$ cat src/rtl/regfile_wb_pkg.sv
// Shared widths, write-back source encoding and the buffered load-result entry
// used by the register-file write-back arbiter.
package regfile_wb_pkg;

  localparam int WB_DATA_WIDTH    = 32;
  localparam int WB_ADDRESS_WIDTH = 5;
  localparam int WB_NUM_REGS      = 32;
  localparam int WB_FIFO_DEPTH    = 4;

  typedef enum logic [1:0] {
    SRC_NONE = 2'd0,
    SRC_ALU  = 2'd1,
    SRC_FIFO = 2'd2,
    SRC_MEM  = 2'd3
  } wb_src_e;

  typedef struct packed {
    logic [WB_ADDRESS_WIDTH-1:0] addr;
    logic [WB_DATA_WIDTH-1:0]    data;
  } wb_entry_t;

endpackage

$ cat src/rtl/wb_fifo.sv
// Small synchronous FIFO holding load results that lost write-port arbitration.
// Pushes into a full FIFO and pops from an empty one are ignored.
module wb_fifo
  import regfile_wb_pkg::*;
#(
  parameter  int DEPTH = WB_FIFO_DEPTH,
  localparam int CW    = $clog2(DEPTH) + 1,
  localparam int PW    = $clog2(DEPTH)
) (
  input  logic          clk,
  input  logic          rst,
  input  logic          push,
  input  wb_entry_t     push_entry,
  input  logic          pop,
  output wb_entry_t     head,
  output logic          full,
  output logic          empty,
  output logic [CW-1:0] count
);

  wb_entry_t       entries [DEPTH];
  logic [PW-1:0]   rd_ptr;
  logic [PW-1:0]   wr_ptr;
  logic [CW-1:0]   count_q;
  logic            do_push;
  logic            do_pop;

  assign full    = (count_q == CW'(DEPTH));
  assign empty   = (count_q == '0);
  assign count   = count_q;
  assign head    = entries[rd_ptr];
  assign do_push = push && !full;
  assign do_pop  = pop && !empty;

  // Storage needs no reset; only pointers and count define validity.
  always_ff @(posedge clk) begin
    if (do_push) entries[wr_ptr] <= push_entry;
  end

  always_ff @(posedge clk or negedge rst) begin
    if (!rst) begin
      rd_ptr  <= '0;
      wr_ptr  <= '0;
      count_q <= '0;
    end else begin
      if (do_push) wr_ptr <= wr_ptr + PW'(1);
      if (do_pop)  rd_ptr <= rd_ptr + PW'(1);
      case ({do_push, do_pop})
        2'b10:   count_q <= count_q + CW'(1);
        2'b01:   count_q <= count_q - CW'(1);
        default: count_q <= count_q;
      endcase
    end
  end

endmodule

$ cat src/rtl/regfile_wb_arbiter.sv
// Merges ALU and load/multi-cycle results onto the single register-file write
// port, buffering losing loads and tracking outstanding long-latency writes.
module regfile_wb_arbiter
  import regfile_wb_pkg::*;
#(
  parameter  int DATA_WIDTH    = WB_DATA_WIDTH,
  parameter  int ADDRESS_WIDTH = WB_ADDRESS_WIDTH,
  parameter  int NUM_REGS      = WB_NUM_REGS,
  parameter  int FIFO_DEPTH    = WB_FIFO_DEPTH,
  localparam int CW            = $clog2(FIFO_DEPTH) + 1
) (
  input  logic                     clk,
  input  logic                     rst,
  input  logic                     alu_valid,
  input  logic [ADDRESS_WIDTH-1:0] alu_addr,
  input  logic [DATA_WIDTH-1:0]    alu_data,
  input  logic                     mem_valid,
  output logic                     mem_ready,
  input  logic [ADDRESS_WIDTH-1:0] mem_addr,
  input  logic [DATA_WIDTH-1:0]    mem_data,
  input  logic                     issue_valid,
  input  logic [ADDRESS_WIDTH-1:0] issue_addr,
  output logic [NUM_REGS-1:0]      busy,
  output logic [CW-1:0]            fifo_count,
  output logic                     RegWrite,
  output logic [ADDRESS_WIDTH-1:0] RegWriteAddress,
  output logic [DATA_WIDTH-1:0]    RegWriteData
);

  wb_entry_t           fifo_head;
  wb_entry_t           sel_entry;
  wb_src_e             sel_src;
  logic                fifo_full;
  logic                fifo_empty;
  logic                mem_accept;
  logic                bypass;
  logic                fifo_push;
  logic                fifo_pop;
  logic [NUM_REGS-1:0] set_mask;
  logic [NUM_REGS-1:0] clr_mask;

  // Ready is a function of occupancy only, so a full FIFO never passes through.
  assign mem_ready  = !fifo_full;
  assign mem_accept = mem_valid && mem_ready;
  assign bypass     = mem_accept && !alu_valid && fifo_empty;
  assign fifo_push  = mem_accept && !bypass;
  assign fifo_pop   = !alu_valid && !fifo_empty;

  wb_fifo #(.DEPTH(FIFO_DEPTH)) u_fifo (
    .clk        (clk),
    .rst        (rst),
    .push       (fifo_push),
    .push_entry ('{addr: mem_addr, data: mem_data}),
    .pop        (fifo_pop),
    .head       (fifo_head),
    .full       (fifo_full),
    .empty      (fifo_empty),
    .count      (fifo_count)
  );

  always_comb begin
    sel_src   = SRC_NONE;
    sel_entry = '{addr: mem_addr, data: mem_data};
    if (alu_valid) begin
      sel_src   = SRC_ALU;
      sel_entry = '{addr: alu_addr, data: alu_data};
    end else if (!fifo_empty) begin
      sel_src   = SRC_FIFO;
      sel_entry = fifo_head;
    end else if (bypass) begin
      sel_src   = SRC_MEM;
    end
  end

  always_comb begin
    set_mask = '0;
    clr_mask = '0;
    if (issue_valid && issue_addr != '0) set_mask = NUM_REGS'(1) << issue_addr;
    if (sel_src == SRC_FIFO || sel_src == SRC_MEM) clr_mask = NUM_REGS'(1) << sel_entry.addr;
  end

  always_ff @(posedge clk or negedge rst) begin
    if (!rst) begin
      RegWrite        <= 1'b0;
      RegWriteAddress <= '0;
      RegWriteData    <= '0;
      busy            <= '0;
    end else begin
      // Writes to x0 are consumed but never enabled; address/data still track.
      if (sel_src != SRC_NONE) begin
        RegWrite        <= (sel_entry.addr != '0);
        RegWriteAddress <= sel_entry.addr;
        RegWriteData    <= sel_entry.data;
      end else begin
        RegWrite        <= 1'b0;
      end
      busy <= ((busy & ~clr_mask) | set_mask) & ~NUM_REGS'(1);
    end
  end

endmodule

$ cat config.mk
export PLATFORM = sky130hd
export DESIGN_NAME = regfile_wb_arbiter
export DESIGN_NICKNAME = d
export VERILOG_FILES = /design/src/rtl/regfile_wb_pkg.sv /design/src/rtl/wb_fifo.sv /design/src/rtl/regfile_wb_arbiter.sv
export SDC_FILE = /design/constraint.sdc
export NUM_CORES = 1
export LEC_CHECK = 0
export CAP_MARGIN = 15
export CORE_MARGIN = 8
export CORE_UTILIZATION = 57
export CTS_CLUSTER_DIAMETER = 40
export DETAILED_ROUTE_END_ITERATION = 6
export GPL_TIMING_DRIVEN = 1
export PLACE_DENSITY = 0.89
export REMOVE_ABC_BUFFERS = 1
export SYNTH_ARGS = -nofsm -noshare
export SYNTH_HDL_FRONTEND = slang
export SYNTH_SLANG_ARGS = --single-unit
$ cat constraint.sdc
create_clock -name clk -period 5 [get_ports clk]
set_input_delay 1 -clock clk [delete_from_list [all_inputs] [get_ports clk]]
set_output_delay 1 -clock clk [all_outputs]
set_load 0.02 [all_outputs]
==> reports/summary.log <==
[hold_path] Hold Path Stages 2
[yosys] number of warning messages in the yosys log 0
[critical_path] type of origin of the critical path input pin
[job] # Max-Cap Violations 0
[critical_path] CP peak stage delay 0.93 ns
[critical_path] CP Capture Type register
[timing] worst slew margin relative to its limit 0.309
[hold_path] min-delay worst type register to register
[hold_path] hold worst-path end RegWriteData[14]
[route] post-DR wirelength/cell 23.1 um
[critical_path] Buf+Inv Stages, Crit Path 1
[global_routing] maximum number of pins on one net before global-route repair 77
[hold_path] startpoint of the tightest hold check path RegWriteData[14]
[route] sum of met3 wire segment lengths after detailed routing 2390 um
[route] DRC violation total after the first TritonRoute iteration 562
[route] wire length after detailed routing 24800 um
[finish] P&R area growth vs syn 28.5%
[timing] largest clock skew in the final design 0.0123 ns
[critical_path] reg2reg start u_fifo.rd_ptr[0]
[critical_path] critical register-to-register path endpoint busy[31]
[route] post-route antenna net violation count 0
[yosys] arithmetic-cell share of the synthesized area counting full adders, half adders and majority gates 0.00877
[floorplan] die footprint 20900 um^2
[global_routing] global-route congestion overflow total 0
[route] uppermost metal layer occupied by signal nets met5
[yosys] share of cell area taken by muxes after synthesis 0.0912
[place] post-placement cell area 11100 um^2
[critical_path] Worst EP arrival 3.34 ns
[route] length of the first detailed-routing pass in iterations 5
[critical_path] crit-path cells clkdlybuf4s50_1 > nand2_1 > a21oi_1 > and2_2
[status] run status finished clean
[pwr] peak supply drop 0.000376 V
[clock_network] clock transition at the registers of the reported paths 0.06 ns
[critical_path] crit-path max FO 37
[timing] clock period minus worst slack 3.20 ns
[yosys] count of distinct cell types in the synthesized netlist 51
[finish] Register Area 6350 um^2
[finish] multi-input combinational cell area 2870 um^2
[floorplan] die outline width 145 um
[global_routing] number of antenna violations at the first check in global routing 4
[finish] Post-Layout Inst Area 12100 um^2
[global_routing] first-pass GRT wire length 38400 um
[timing] slew at the pin with the worst max-slew slack 1.04 ns
[floorplan] Initial Utilization 0.576
[yosys] netlist area before placement 9420 um^2
[clock_network] Longest Clk Path Bufs 3
[place] last weighted congestion value of the routability-driven placer 0.844
[yosys] average instance area after synthesis 14.0 um^2
[global_routing] vias in the first global route 6809
[yosys] Post-synth top flop sky130_fd_sc_hd__edfxtp_1
[floorplan] number of top-level pins 158
[yosys] largest family of logic cells by synthesized area compound AO/OA/AOI/OAI gates
[pwr] power density over the cells 618 nW/um^2
[global_routing] Overall Global Routing Usage 0.241
[critical_path] kind of critical path input pin to register
[timing] crit share post-route 0.639
[place] HPWL Detailed 15300 um
[clock_network] count of instances resized after the clock tree is built 0
[clock_network] CTS Buf Count 28
[critical_path] worst r2r path cells 6
[critical_path] worst reg-to-reg setup slack 2.21 ns
[route] final routed DRC violation total 0
[critical_path] data required time of the critical path 5.14 ns
[timing] setup repair after global routing missed its margin no
[route] amount of wire on met2 after detailed routing 12500 um
[yosys] proportion of synthesized chip area in sequential cells 0.674
[finish] fin nets 918
[yosys] number of instances in the synthesized netlist 674
[place] number of port buffers 156
[yosys] area fraction in and, or, nand and nor cells after synthesis 0.0797
[timing] count of endpoints failing hold in the final timing report 0
[timing] final-report max-slew violation count 0
[clock_network] hold bufs inserted after CTS 0
[floorplan] DIE HEIGHT 145 um
[route] via count 6596
[clock_network] clk sinks 224
[yosys] Async SR Flop Fraction 0.339
[critical_path] CP max stage cell sky130_fd_sc_hd__and2_2
[yosys] number of flops mapped to enable cells by yosys 148
[clock_network] TritonCTS clock tree yes
[timing] setup-violating endpoint count in the final report 0
[clock_network] clock insertion delay at the later pin of the skew report 0.53 ns
[finish] share of post-route cells with drive strength above 1 0.132
[pwr] leakage power of the design 4.34 nW
[clock_network] buffer type at the clock tree root sky130_fd_sc_hd__clkbuf_16
[critical_path] CP top delay family simple AND/OR/NAND/NOR gates
[timing] Peak Freq 0.313 GHz
[route] via density per instance 6.15
[route] wire length the detailed router placed on met1 9290 um
[floorplan] site row count 47
[yosys] compound-gate portion of the synthesized area 0.118
[clock_network] number of levels the H-tree was split into 1
[floorplan] standard cell core area 16300 um^2
[finish] filler cell count in the final layout 1011
[clock_network] buffers inserted during post-CTS setup optimization 0
[yosys] area share of xor/xnor cells in the synthesized design 0.00558
[timing] Sum Neg Setup Slack 0 ns
[yosys] register bit total from synthesis 224
-- metal layers --
| layer | vias up | GRT usage |
|---|---|---|
| li1 | 2879 | - |
| met1 | 3287 | 0.294 |
| met2 | 371 | 0.403 |
| met3 | 55 | 0.0624 |
| met4 | 4 | 0.100 |
| met5 | - | 0 |
-- cell usage after synthesis (8+ instances only) --
master / number / area share
sky130_fd_sc_hd__nand3_1: 9 / 0.0048
sky130_fd_sc_hd__nand3b_1: 8 / 0.0064
sky130_fd_sc_hd__dfrtp_1: 76 / 0.20
sky130_fd_sc_hd__clkbuf_1: 24 / 0.0096
sky130_fd_sc_hd__o41ai_1: 9 / 0.0084
sky130_fd_sc_hd__a21oi_1: 66 / 0.035
sky130_fd_sc_hd__mux4_2: 36 / 0.086
sky130_fd_sc_hd__inv_1: 11 / 0.0044
sky130_fd_sc_hd__o22ai_1: 9 / 0.0060
sky130_fd_sc_hd__nand2_1: 108 / 0.043
sky130_fd_sc_hd__nor2_1: 15 / 0.0060
sky130_fd_sc_hd__o31ai_1: 16 / 0.013
sky130_fd_sc_hd__buf_2: 10 / 0.0053
sky130_fd_sc_hd__o21ai_0: 50 / 0.027
sky130_fd_sc_hd__edfxtp_1: 148 / 0.47
sky130_fd_sc_hd__o211ai_1: 8 / 0.0064
-- worst min-delay path, stage by stage (launching register included) --
cell,delay (ns)
sky130_fd_sc_hd__dfrtp_1,0.34
sky130_fd_sc_hd__nand2_1,0.04
sky130_fd_sc_hd__o21ai_0,0.06
-- cell type report --
cell class	instances	share of cell area
well taps	220	0.0228
clock buffers	33	0.0621
flip-flops and latches	224	0.525
inverters	11	0.00341
repair buffers	163	0.133
multi-input cells	400	0.238
diodes	3	0.000621
clock inverters	19	0.0160
-- cells in the final DEF (no fill, tap or decap), drive strengths merged, types with 10 or more instances in the layout --
cell and instances:
clkdlybuf4s50 154, edfxtp 148, nand2 108, dfrtp 76
a21oi 66, o21ai 54, mux4 37, clkbuf 33
o31ai 16, nor2 16, inv 16, nand3 11
o41ai 11, clkinv 10
-- per-stage QoR --
step | hold WS, ns | util | std cells | power [mW] | setup WS (ns)
6_report | 0.475 | 0.740 | 1073 | 7.47 | 1.80
5_1_grt | 0.513 | 0.740 | 1072 | 7.79 | 1.66
4_1_cts | 0.482 | 0.740 | 1070 | 7.50 | 1.83
3_5_place_dp | 0.470 | 0.682 | 1018 | 5.43 | 1.37
3_3_place_gp | 0.460 | 0.682 | 1018 | 5.31 | 1.51
2_1_floorplan | 0.534 | - | 635 | 4.32 | 0.319
-- sequential cells by signal, summed over array words and instances (netlist names) --
register / flops
u_fifo.count: 3
busy: 31
u_fifo.wr_ptr: 2
RegWriteData: 32
u_fifo.entries: 148
RegWrite: 1
RegWriteAddress: 5
u_fifo.rd_ptr: 2
-- how the worst max path moves through the flow --
| stage | start | endpoint | slack (ns) | cells after the start |
|---|---|---|---|---|
| after floorplan | u_fifo.count[0] | u_fifo.count[2] | 0.32 | 9 |
| after global placement | mem_valid | u_fifo.entries[1][27] | 1.51 | 4 |
| after detailed placement | mem_valid | u_fifo.entries[1][27] | 1.37 | 4 |
| after CTS | mem_valid | u_fifo.entries[1][27] | 1.83 | 4 |
| after global routing | mem_valid | u_fifo.entries[1][24] | 1.66 | 4 |
| final | mem_valid | u_fifo.entries[3][20] | 1.80 | 4 |
-- logic make-up (layout without fill, tap and decap cells) --
logic type,count (synthesis),count (layout)
and+or+nand+nor,167,167
DFF,224,224
other,1,4
adders and majority gates,6,6
xor gates and xnor gates,6,6
muxes,39,39
AOI/OAI and AO/OA,181,181
buffers and inverters,50,226
-- report_power, final --
part / total, mW / switching, mW / internal, mW / leakage (nW)
clock: 2.02 / 0.783 / 1.24 / 0.467
sequential: 2.87 / 0.341 / 2.53 / 2.24
combinational: 2.58 / 1.44 / 1.15 / 1.64
No activity file was read; power rests on OpenSTA's default activity.
